<file path="src/rtl/dac_spi_pkg.sv">
// Shared types and constants for the dual-channel DAC SPI scheduler.
package dac_spi_pkg;

    typedef enum logic [2:0] {
        StIdle,
        StSetup,
        StHi,
        StLo,
        StGap
    } state_e;

    localparam logic [3:0]  CH_A       = 4'h0;
    localparam logic [3:0]  CH_B       = 4'h1;
    localparam int unsigned FRAME_BITS = 24;

    // DAC expects offset binary; flipping the sign bit maps two's complement onto it.
    function automatic logic [15:0] to_offset_binary(input logic [15:0] sample);
        return {~sample[15], sample[14:0]};
    endfunction

endpackage

</file>
<file path="src/rtl/dac_spi_shifter.sv">
// Frame shift register, MSB first, with a down-counting bit index.
module dac_spi_shifter
    import dac_spi_pkg::*;
(
    input  logic                  CLK,
    input  logic                  RESET_,
    input  logic                  load,
    input  logic [FRAME_BITS-1:0] frame,
    input  logic                  shift,
    output logic                  sdi,
    output logic                  last_bit
);

    logic [FRAME_BITS-1:0] sr_q, sr_d;
    logic [4:0]            cnt_q, cnt_d;

    always_comb begin
        sr_d  = sr_q;
        cnt_d = cnt_q;
        if (load) begin
            sr_d  = frame;
            cnt_d = 5'(FRAME_BITS - 1);
        end else if (shift) begin
            // Zero fill leaves SDI low once the final bit has gone out.
            sr_d = {sr_q[FRAME_BITS-2:0], 1'b0};
            if (cnt_q != 5'd0) begin
                cnt_d = cnt_q - 5'd1;
            end
        end
    end

    always_ff @(posedge CLK or negedge RESET_) begin
        if (!RESET_) begin
            sr_q  <= '0;
            cnt_q <= '0;
        end else begin
            sr_q  <= sr_d;
            cnt_q <= cnt_d;
        end
    end

    assign sdi      = sr_q[FRAME_BITS-1];
    assign last_bit = (cnt_q == 5'd0);

endmodule

</file>
<file path="src/rtl/dac_spi_scheduler.sv">
// SPI master sharing one dual-channel DAC between two round-robin sample requesters.
module dac_spi_scheduler
    import dac_spi_pkg::*;
#(
    parameter int unsigned CLK_DIV    = 2,
    parameter int unsigned CS_IDLE    = 2,
    parameter logic [3:0]  CTRL_UPPER = 4'h0
) (
    input  logic        CLK,
    input  logic        RESET_,
    input  logic        REQ_A,
    input  logic [15:0] DATA_A,
    output logic        ACK_A,
    input  logic        REQ_B,
    input  logic [15:0] DATA_B,
    output logic        ACK_B,
    output logic        BUSY,
    output logic        SCK,
    output logic        SDI,
    output logic        CS_
);

    localparam int unsigned DIV_MAX = (CLK_DIV > CS_IDLE) ? CLK_DIV : CS_IDLE;
    localparam int unsigned DIV_W   = $clog2(DIV_MAX) + 1;
    localparam logic [DIV_W-1:0] DIV_END = DIV_W'(CLK_DIV - 1);
    localparam logic [DIV_W-1:0] GAP_END = DIV_W'(CS_IDLE - 1);

    state_e           state_q, state_d;
    logic [DIV_W-1:0] div_q, div_d;
    logic             last_grant_q, last_grant_d;  // 1: B was granted most recently
    logic             last_q, last_d;
    logic             ack_a_q, ack_a_d;
    logic             ack_b_q, ack_b_d;
    logic             busy_q, busy_d;
    logic             sck_q, sck_d;
    logic             cs_n_q, cs_n_d;

    logic                  grant_a, grant_b;
    logic [15:0]           data_sel;
    logic [FRAME_BITS-1:0] frame;
    logic                  load, shift, last_bit;

    assign grant_a  = REQ_A & (~REQ_B | last_grant_q);
    assign grant_b  = REQ_B & ~grant_a;
    assign data_sel = grant_a ? DATA_A : DATA_B;
    assign frame    = {CTRL_UPPER, grant_a ? CH_A : CH_B, to_offset_binary(data_sel)};

    always_comb begin
        state_d      = state_q;
        div_d        = div_q;
        last_grant_d = last_grant_q;
        last_d       = last_q;
        ack_a_d      = 1'b0;
        ack_b_d      = 1'b0;
        busy_d       = busy_q;
        sck_d        = sck_q;
        cs_n_d       = cs_n_q;
        load         = 1'b0;
        shift        = 1'b0;

        case (state_q)
            StIdle: begin
                if (REQ_A || REQ_B) begin
                    load         = 1'b1;
                    ack_a_d      = grant_a;
                    ack_b_d      = grant_b;
                    last_grant_d = grant_b;
                    last_d       = 1'b0;
                    busy_d       = 1'b1;
                    cs_n_d       = 1'b0;
                    sck_d        = 1'b0;
                    div_d        = '0;
                    state_d      = StSetup;
                end
            end
            StSetup: begin
                if (div_q == DIV_END) begin
                    div_d   = '0;
                    sck_d   = 1'b1;
                    state_d = StHi;
                end else begin
                    div_d = div_q + DIV_W'(1);
                end
            end
            StHi: begin
                if (div_q == DIV_END) begin
                    div_d   = '0;
                    sck_d   = 1'b0;
                    shift   = 1'b1;
                    last_d  = last_bit;
                    state_d = StLo;
                end else begin
                    div_d = div_q + DIV_W'(1);
                end
            end
            StLo: begin
                if (div_q == DIV_END) begin
                    div_d = '0;
                    if (last_q) begin
                        cs_n_d  = 1'b1;
                        state_d = StGap;
                    end else begin
                        sck_d   = 1'b1;
                        state_d = StHi;
                    end
                end else begin
                    div_d = div_q + DIV_W'(1);
                end
            end
            StGap: begin
                if (div_q == GAP_END) begin
                    div_d   = '0;
                    busy_d  = 1'b0;
                    state_d = StIdle;
                end else begin
                    div_d = div_q + DIV_W'(1);
                end
            end
            default: begin
                state_d = StIdle;
                busy_d  = 1'b0;
                sck_d   = 1'b0;
                cs_n_d  = 1'b1;
            end
        endcase
    end

    always_ff @(posedge CLK or negedge RESET_) begin
        if (!RESET_) begin
            state_q      <= StIdle;
            div_q        <= '0;
            last_grant_q <= 1'b1;
            last_q       <= 1'b0;
            ack_a_q      <= 1'b0;
            ack_b_q      <= 1'b0;
            busy_q       <= 1'b0;
            sck_q        <= 1'b0;
            cs_n_q       <= 1'b1;
        end else begin
            state_q      <= state_d;
            div_q        <= div_d;
            last_grant_q <= last_grant_d;
            last_q       <= last_d;
            ack_a_q      <= ack_a_d;
            ack_b_q      <= ack_b_d;
            busy_q       <= busy_d;
            sck_q        <= sck_d;
            cs_n_q       <= cs_n_d;
        end
    end

    dac_spi_shifter u_shifter (
        .CLK      (CLK),
        .RESET_   (RESET_),
        .load     (load),
        .frame    (frame),
        .shift    (shift),
        .sdi      (SDI),
        .last_bit (last_bit)
    );

    assign ACK_A = ack_a_q;
    assign ACK_B = ack_b_q;
    assign BUSY  = busy_q;
    assign SCK   = sck_q;
    assign CS_   = cs_n_q;

endmodule

</file>
<file path="config.mk">
export PLATFORM = sky130hd
export DESIGN_NAME = dac_spi_scheduler
export DESIGN_NICKNAME = d
export VERILOG_FILES = /design/src/rtl/dac_spi_pkg.sv /design/src/rtl/dac_spi_shifter.sv /design/src/rtl/dac_spi_scheduler.sv
export SDC_FILE = /design/constraint.sdc
export NUM_CORES = 1
export LEC_CHECK = 0
export CAP_MARGIN = 15
export CORE_MARGIN = 1
export CORE_UTILIZATION = 35
export CTS_CLUSTER_DIAMETER = 150
export CTS_CLUSTER_SIZE = 12
export DETAILED_ROUTE_END_ITERATION = 7
export GPL_ROUTABILITY_DRIVEN = 0
export SYNTH_ARGS = -nofsm -noshare
export SYNTH_HDL_FRONTEND = slang
export SYNTH_SLANG_ARGS = --single-unit
</file>
<file path="constraint.sdc">
create_clock -name CLK -period 4 [get_ports CLK]
set_clock_uncertainty 0.1 [all_clocks]
set_input_delay 1 -clock CLK [delete_from_list [all_inputs] [get_ports CLK]]
set_output_delay 1 -clock CLK [all_outputs]
set_load 0.05 [all_outputs]
</file>
==> impl_metrics.toml, run 1 <==
[floorplanning]
ios = 42
fp-row-count = 27
design.core.area_um2 = 5540
initial_core_util = 0.365
fp.dieW_um = 78.0
die_y_um = 78.0
die-area_um2 = 6080

[clocking]
cts_hold_buffers = 0
cts-root-buf = "clkbuf_8"
tritoncts = "yes"
postCtsSetupBuffers = 0
cts_max_level = 2
clock_latency_ps = 300
cts_buffers = 5
clk_pin_slew_ps = 80
cts.sink_count = 41
ctsResizeCount = 0
cts_buffer_depth = 2

[critical_path]
critPathArrivalTime_ps = 1630
start_kind = "flip-flop"
worst-path-stages = 1
critPathCaptureType = "primary output"
r2r_cells = 3
crit_type = "flip-flop to primary output"
cp_top_family = "buffers and inverters"
critPathMaxFanout = 3
cpMaxStageDelayCell = "clkdlybuf4s50_1"
crit_buf_inv = 1
path_cells = "clkdlybuf4s50_1"
slowest_delay_ps = 800
crit_required_ps = 2900

[final_layout]
area_growth_syn_to_layout_pct = 26.1
layout_commonest_cell = "nand2_1"
fin_nets = 281
diodes = 0
fillers = 560
drive_above_1_share = 0.0980
mostFrequentLayoutCells = "nand2_1 (48), clkdlybuf4s50_1 (40), dfrtp_1 (39)"

[routing]
route.vias.total = 1668
drtIter0Drc = 103
drt_wl_total_um = 4530
drc = 0
wl_per_cell_um = 14.3
antenna_left = 0
viasPerCell = 5.26
first_pass_iters = 4

[timing]
max-slew-margin-rel = 0.387
rsz0062_at_grt = "no"
finalSetupViolations = 0
finalCritPeriodShare = 0.682
tns_ps = 0
fin_crit_ps = 2730
timing.fmax_ghz = 0.366
hold_ws_ps = 393
tightestPinTransition_ps = 916
hold_viol_final = 0
slew_violations = 0

[synthesis]
ys_warn_count = 0
synth-simple-area-share = 0.197
ys_seq_area_frac = 0.509
synthCells = 207
synth.avg_cell_area_um2 = 9.77
synth_xor_area_frac = 0.00433
syn_nets = 244
syn_area_um2 = 2020
synthDistinctLibCells = 42
synth_top_family_by_area = "compound AO/OA/AOI/OAI gates"
ys_top_cells_by_area = "dfrtp_1 (48%), nand2_1 (8.9%), a32oi_1 (6.1%)"
yosys.area.top_type_share = 0.483
ys_ff_latch = 41
muxShareOfSynthArea = 0.0111
yosysTopAreaCell = "dfrtp_1"
synth_compound_area_frac = 0.215
synthAdderAreaFrac = 0.00619

[worst_hold_path]
holdPathStages = 2
hold_path_class = "flip-flop to flip-flop"

[outcome]
status = "complete, no violations"

[placement]
portBuffers = 41
hpwl_um = 2960

[grt]
grt_overflow_total = 0
grt_usage = 0.166
antenna_found_initial = 0
grt_start_max_net_pins = 42
grt_pass1_vias = 1652
grt_pass1_wl_um = 7670

[power]
power_density_nw_per_um2 = 609
p_leak_nw = 1.07
peakVddDrop_uv = 287

[flow_run]
drv_cap = 0
sequential cells by signal, summed over array words and instances (netlist names):
name,flops
ACK_A,1
u_shifter.cnt_q,5
div_q,2
last_q,1
CS_,1
u_shifter.sr_q,24
SCK,1
last_grant_q,1
BUSY,1
ACK_B,1
state_q,3
Yosys cell counts, drive strengths merged:
cell,instances
o21ai,5
o211ai,1
nor3b,1
a32oi,14
a2bb2oi,1
nor2b,1
xor2,1
or2b,1
a31oi,5
dfstp,2
or3,1
o31ai,2
nand3,3
a22oi,1
nor2,11
or4b,1
nand2,48
clkbuf,4
nand4,1
nand3b,1
mux2,2
dfrtp,39
inv,3
or3b,1
o21a,1
nand4b,1
ha,1
buf,10
nor3,10
a21oi,23
a211oi,2
and3,1
a22o,8
report_power, final:
group / total [mW] / switching (mW) / internal (mW)
sequential: 0.643 / 0.0970 / 0.546
clock: 0.349 / 0.145 / 0.204
combinational: 0.562 / 0.339 / 0.223
kinds of logic (layout without fill, tap and decap cells):
| family | Yosys count | after routing |
|---|---|---|
| and+or+nand+nor | 82 | 82 |
| muxes | 2 | 2 |
| adders and majority gates | 1 | 1 |
| xor gates and xnor gates | 1 | 1 |
| buffers and inverters | 17 | 55 |
| AOI/OAI and AO/OA | 63 | 63 |
| DFF | 41 | 41 |
stage by stage:
step | instances | utilization | area (um2) | power (mW) | worst slack [ps]
after floorplan | 207 | - | 2020 | 1.09 | 1900
after global placement | 309 | 0.439 | 2430 | 1.21 | 1050
after detailed placement | 309 | 0.439 | 2430 | 1.22 | 982
after CTS | 317 | 0.460 | 2550 | 1.57 | 1260
after global routing | 317 | 0.460 | 2550 | 1.66 | 1120
final | 317 | 0.460 | 2550 | 1.55 | 1270
final timing paths:
check / start / to / slack (ps)
worst min register to register: u_shifter.sr_q[16] / u_shifter.sr_q[16] / 390
worst max register to register: state_q[2] / u_shifter.sr_q[0] / 1880
worst max-delay path: CS_ / CS_ / 1270
max in group asynchronous: RESET_ / state_q[2] / 2500
min in group asynchronous: RESET_ / u_shifter.sr_q[11] / 720
worst min-delay path: u_shifter.sr_q[16] / u_shifter.sr_q[16] / 390
area by class of cell:
class	count	area (um2)	share of cell area
clock inverters	1	30.0	0.0118
flip-flops and latches	41	1030	0.403
repair buffers	44	428	0.168
inverters	3	11.3	0.00442
well taps	72	90.1	0.0353
clock buffers	7	86.3	0.0339
multi-input cells	149	876	0.343
metal layers:
metal	share of wire	routed length, um	GRT usage
met1	0.48	2190	0.219
met2	0.47	2120	0.253
met5	0	0	0
met4	0.013	61	0.0556
met3	0.034	155	0.0588
(Power assumes the default switching activity.)
==> inputs of run 2 (changes only) <==
Clock period 4 ns to 2.35 ns, I/O delays scaled along.
==> impl_metrics.toml, run 2 (same netlist as run 1, synthesis figures left out) <==
[outcome]
status = "complete, no violations"

[routing]
wl_met1_um = 2280
drtIter0Drc = 57
antenna_left = 0
viasPerCell = 5.25
met3_length_um = 188
drt_wl_total_um = 4580
drc = 0
first_pass_iters = 4
wl_per_cell_um = 14.1
route.vias.total = 1701
met2_length_um = 2080
highest_layer = "met4"

[clocking]
cts_max_level = 2
cts.sink_count = 41
cts_hold_buffers = 0
cts_buffers = 5
ctsResizeCount = 0
cts-root-buf = "clkbuf_8"
clock_latency_ps = 300
clk_pin_slew_ps = 80
cts_buffer_depth = 2
tritoncts = "yes"
postCtsSetupBuffers = 0

[floorplanning]
initial_core_util = 0.365
fp-row-count = 27
design.core.area_um2 = 5540
fp.dieW_um = 78.0
die_y_um = 78.0
die-area_um2 = 6080
ios = 42

[grt]
grt_start_max_net_pins = 28
antenna_found_initial = 0
grt_pass1_wl_um = 7610
grt_usage = 0.161
grt_overflow_total = 0
grt_pass1_vias = 1592

[timing]
rsz0062_at_grt = "no"
tns_ps = 0
finalCritPeriodShare = 0.922
timing.fmax_ghz = 0.462
finalSetupViolations = 0
fin_crit_ps = 2170
hold_viol_final = 0
tightestPinTransition_ps = 526
max-slew-margin-rel = 0.648
slew_violations = 0

[critical_path]
critPathMaxFanout = 3
slowest_delay_ps = 810
worst-path-stages = 1
path_cells = "clkdlybuf4s50_1"
reg2reg_slack_ps = 370
critPathArrivalTime_ps = 1480
crit_buf_inv = 1
cpMaxStageDelayCell = "clkdlybuf4s50_1"
reg2reg_from = "state_q[1]"
cp_top_family = "buffers and inverters"
crit_type = "flip-flop to primary output"
crit_required_ps = 1660
timing.rr.end = "u_shifter.sr_q[10]"
start_kind = "flip-flop"
critPathCaptureType = "primary output"
r2r_cells = 5

[final_layout]
utilization = 0.475
diodes = 0
layout_commonest_cell = "nand2_1"
fin_area_um2 = 2630
reg.largest.list = "u_shifter.sr_q (24), u_shifter.cnt_q (5), state_q (3)"
area_growth_syn_to_layout_pct = 30.1
fin_nets = 288
mostFrequentLayoutCells = "nand2_1 (48), dfrtp_1 (39), clkdlybuf4s50_1 (39)"
drive_above_1_share = 0.131
top_register = "u_shifter.sr_q"
largest_reg_flops = 24

[power]
peakVddDrop_uv = 618
power_density_nw_per_um2 = 1050
p_leak_nw = 1.12

[placement]
hpwl_um = 3180
placed_area_um2 = 2500
portBuffers = 41

[flow_run]
drv_cap = 0

[worst_hold_path]
hold_path_class = "input port to async pin"
run 2: cell count changes in the layout (fill, tap and decap cells not counted):
cell / previous run / this run
clkbuf_1: 1 / 0
bufinv_16: 1 / 2
buf_4: 3 / 10
buf_12: 0 / 1
clkbuf_8: 6 / 5
clkinv_2: 0 / 1
clkdlybuf4s50_1: 40 / 39
run 2: how the worst max path moves through the flow:
stage                                  start            endpoint  slack (ps)
final                                    SCK                 SCK         180
after CTS                                SCK                 SCK         170
after floorplan           u_shifter.cnt_q[0]  u_shifter.cnt_q[2]         550
after detailed placement               REQ_B   u_shifter.sr_q[0]         210
after global routing                     SCK                 SCK         120
after global placement                 REQ_B   u_shifter.sr_q[0]         250
run 2: layer usage:
metal | vias to the layer above | global-route usage
met5 | - | 0
met4 | 0 | 0.0444
met3 | 5 | 0.0459
met2 | 35 | 0.236
met1 | 820 | 0.231
li1 | 841 | -
run 2: layout make-up:
cell class / instances / area [um2]
clock inverters: 3 / 65.1
inverters: 3 / 11.3
repair buffers: 51 / 490
multi-input cells: 149 / 876
fillers: 548 / 2910
clock buffers: 5 / 68.8
flip-flops and latches: 41 / 1030
well taps: 72 / 90.1
run 2: per-stage QoR:
| step | setup slack (ps) | instances | hold WS (ps) | total power [mW] |
|---|---|---|---|---|
| floorplan | 555 | 207 | 192 | 1.86 |
| global route | 123 | 324 | 187 | 2.94 |
| finish | 184 | 324 | 161 | 2.76 |
| CTS | 167 | 324 | 175 | 2.78 |
| detailed placement | 214 | 316 | 387 | 2.10 |
| global placement | 247 | 316 | 379 | 2.09 |
run 2: report_power, final:
group          switching, mW  total, mW  internal (mW)  leakage (nW)
logic                  0.578      0.988          0.410         0.529
registers              0.169       1.10          0.930         0.527
clock network          0.252      0.675          0.422        0.0681
==> inputs of run 3 (changes only) <==
Clock period 2.35 ns to 2.05 ns, I/O delays scaled along.
==> impl_metrics.toml, run 3 (same netlist as run 1, synthesis figures left out) <==
[floorplanning]
die_y_um = 78.0
design.core.area_um2 = 5540
fp-row-count = 27
fp.dieW_um = 78.0
ios = 42
die-area_um2 = 6080
initial_core_util = 0.365

[final_layout]
reg.largest.list = "u_shifter.sr_q (24), u_shifter.cnt_q (5), state_q (3)"
drive_above_1_share = 0.163
multi_input_comb_area_um2 = 876
mostFrequentLayoutCells = "nand2_1 (48), dfrtp_1 (39), clkdlybuf4s50_1 (34)"
register_area_um2 = 1030
fin_nets = 293
fillers = 566
diodes = 0
top_register = "u_shifter.sr_q"
layout_commonest_cell = "nand2_1"
area_growth_syn_to_layout_pct = 30.0
largest_reg_flops = 24

[critical_path]
crit_required_ps = 2110
crit_type = "flip-flop to flip-flop"
critPathCaptureType = "flip-flop"
crit_start = "u_shifter.cnt_q[0]"
r2r_cells = 6
critPathMaxFanout = 5
reg2reg_from = "u_shifter.cnt_q[0]"
reg2reg_slack_ps = 150
critPathArrivalTime_ps = 1960
start_kind = "flip-flop"
cp-endpoint = "u_shifter.cnt_q[2]"
timing.rr.end = "u_shifter.cnt_q[2]"

[grt]
grt_start_max_net_pins = 26
grt_pass1_wl_um = 7620
grt_usage = 0.161
grt_pass1_vias = 1633
antenna_found_initial = 0
grt_overflow_total = 0

[placement]
portBuffers = 41
hpwl_um = 3180

[clocking]
tritoncts = "yes"
clock_latency_ps = 290
cts_buffer_depth = 2
ctsResizeCount = 0
cts_buffers = 5
cts_max_level = 2
cts-root-buf = "clkbuf_8"
postCtsSetupBuffers = 0
cts.sink_count = 41
clk_pin_slew_ps = 80
cts_hold_buffers = 0

[outcome]
status = "complete, no violations"

[power]
p_sw_mw = 1.13
pwr-share-seq = 0.418
p_comb_frac = 0.411
power_density_nw_per_um2 = 1120
peakVddDrop_uv = 668
p_int_mw = 1.82
pwr-share-clk = 0.171
swShare = 0.383
p_leak_nw = 1.14
total_power_mw = 2.95

[routing]
antenna_left = 0
wl_per_cell_um = 13.5
drc = 0
route.vias.total = 1730
drt_wl_total_um = 4450
first_pass_iters = 4
drtIter0Drc = 50
viasPerCell = 5.26

[timing]
hold_ws_ps = 67.2
rsz0062_at_grt = "no"
hold_viol_final = 0
finalCritPeriodShare = 0.929
finalSetupViolations = 0
fin_crit_ps = 1900
timing.fmax_ghz = 0.525
slew_violations = 0
tightestPinTransition_ps = 481
max-slew-margin-rel = 0.679
tns_ps = 0

[worst_hold_path]
hold_path_class = "input port to async pin"

[flow_run]
drv_cap = 0
## run 3: cell count changes in the layout (fill, tap and decap cells not counted), sizes merged
cell and delta:
buf +10, clkdlybuf4s50 -5, bufinv -2, clkbuf +1, clkinv +1
## run 3: area by class of cell
class | instances | area share
clock inverter | 2 | 0.00381
inverter | 3 | 0.00428
clock buffer | 6 | 0.0276
tap | 72 | 0.0343
multi-input combinational | 149 | 0.333
sequential | 41 | 0.391
timing repair buffer | 56 | 0.206
## run 3: power by group through the flow
stage | clock network [mW] | logic (mW) | registers, mW
floorplan | 0 | 0.825 | 1.31
global placement | 0 | 1.22 | 1.24
global route | 0.556 | 1.35 | 1.27
CTS | 0.526 | 1.23 | 1.23
detailed placement | 0 | 1.23 | 1.25
finish | 0.505 | 1.21 | 1.23
## run 3: worst min path at each step
| stage | from | end | slack (ps) |
|---|---|---|---|
| after global routing | RESET_ | u_shifter.sr_q[11] | 110 |
| final | RESET_ | u_shifter.sr_q[11] | 70 |
| after floorplan | RESET_ | ACK_A | 120 |
| after detailed placement | u_shifter.sr_q[21] | u_shifter.sr_q[21] | 380 |
| after CTS | RESET_ | u_shifter.sr_q[8] | 80 |
| after global placement | u_shifter.sr_q[16] | u_shifter.sr_q[16] | 380 |
## run 3: routing by layer
layer  up-vias  wire length [um]  GRT usage
met5         -                 0          0
met4         0                55     0.0611
met3         4               132     0.0329
met2        23              2030      0.235
met1       854              2240      0.234
li1        849                 -          -
## run 3: per-stage QoR
stage / instances / worst slack (ps) / utilization / area [um2]
after floorplan: 207 / 255 / - / 2020
after global placement: 321 / 50.6 / 0.460 / 2550
after detailed placement: 321 / 25.0 / 0.460 / 2550
after CTS: 329 / 135 / 0.474 / 2630
after global routing: 329 / 8.52 / 0.474 / 2630
final: 329 / 146 / 0.474 / 2630
## run 3: critical path, stage by stage, from the launching register on
cell,delay [ps]
dfrtp_1,410
inv_1,70
ha_1,190
or4b_4,500
and3_4,210
a211oi_1,230
a31oi_1,60
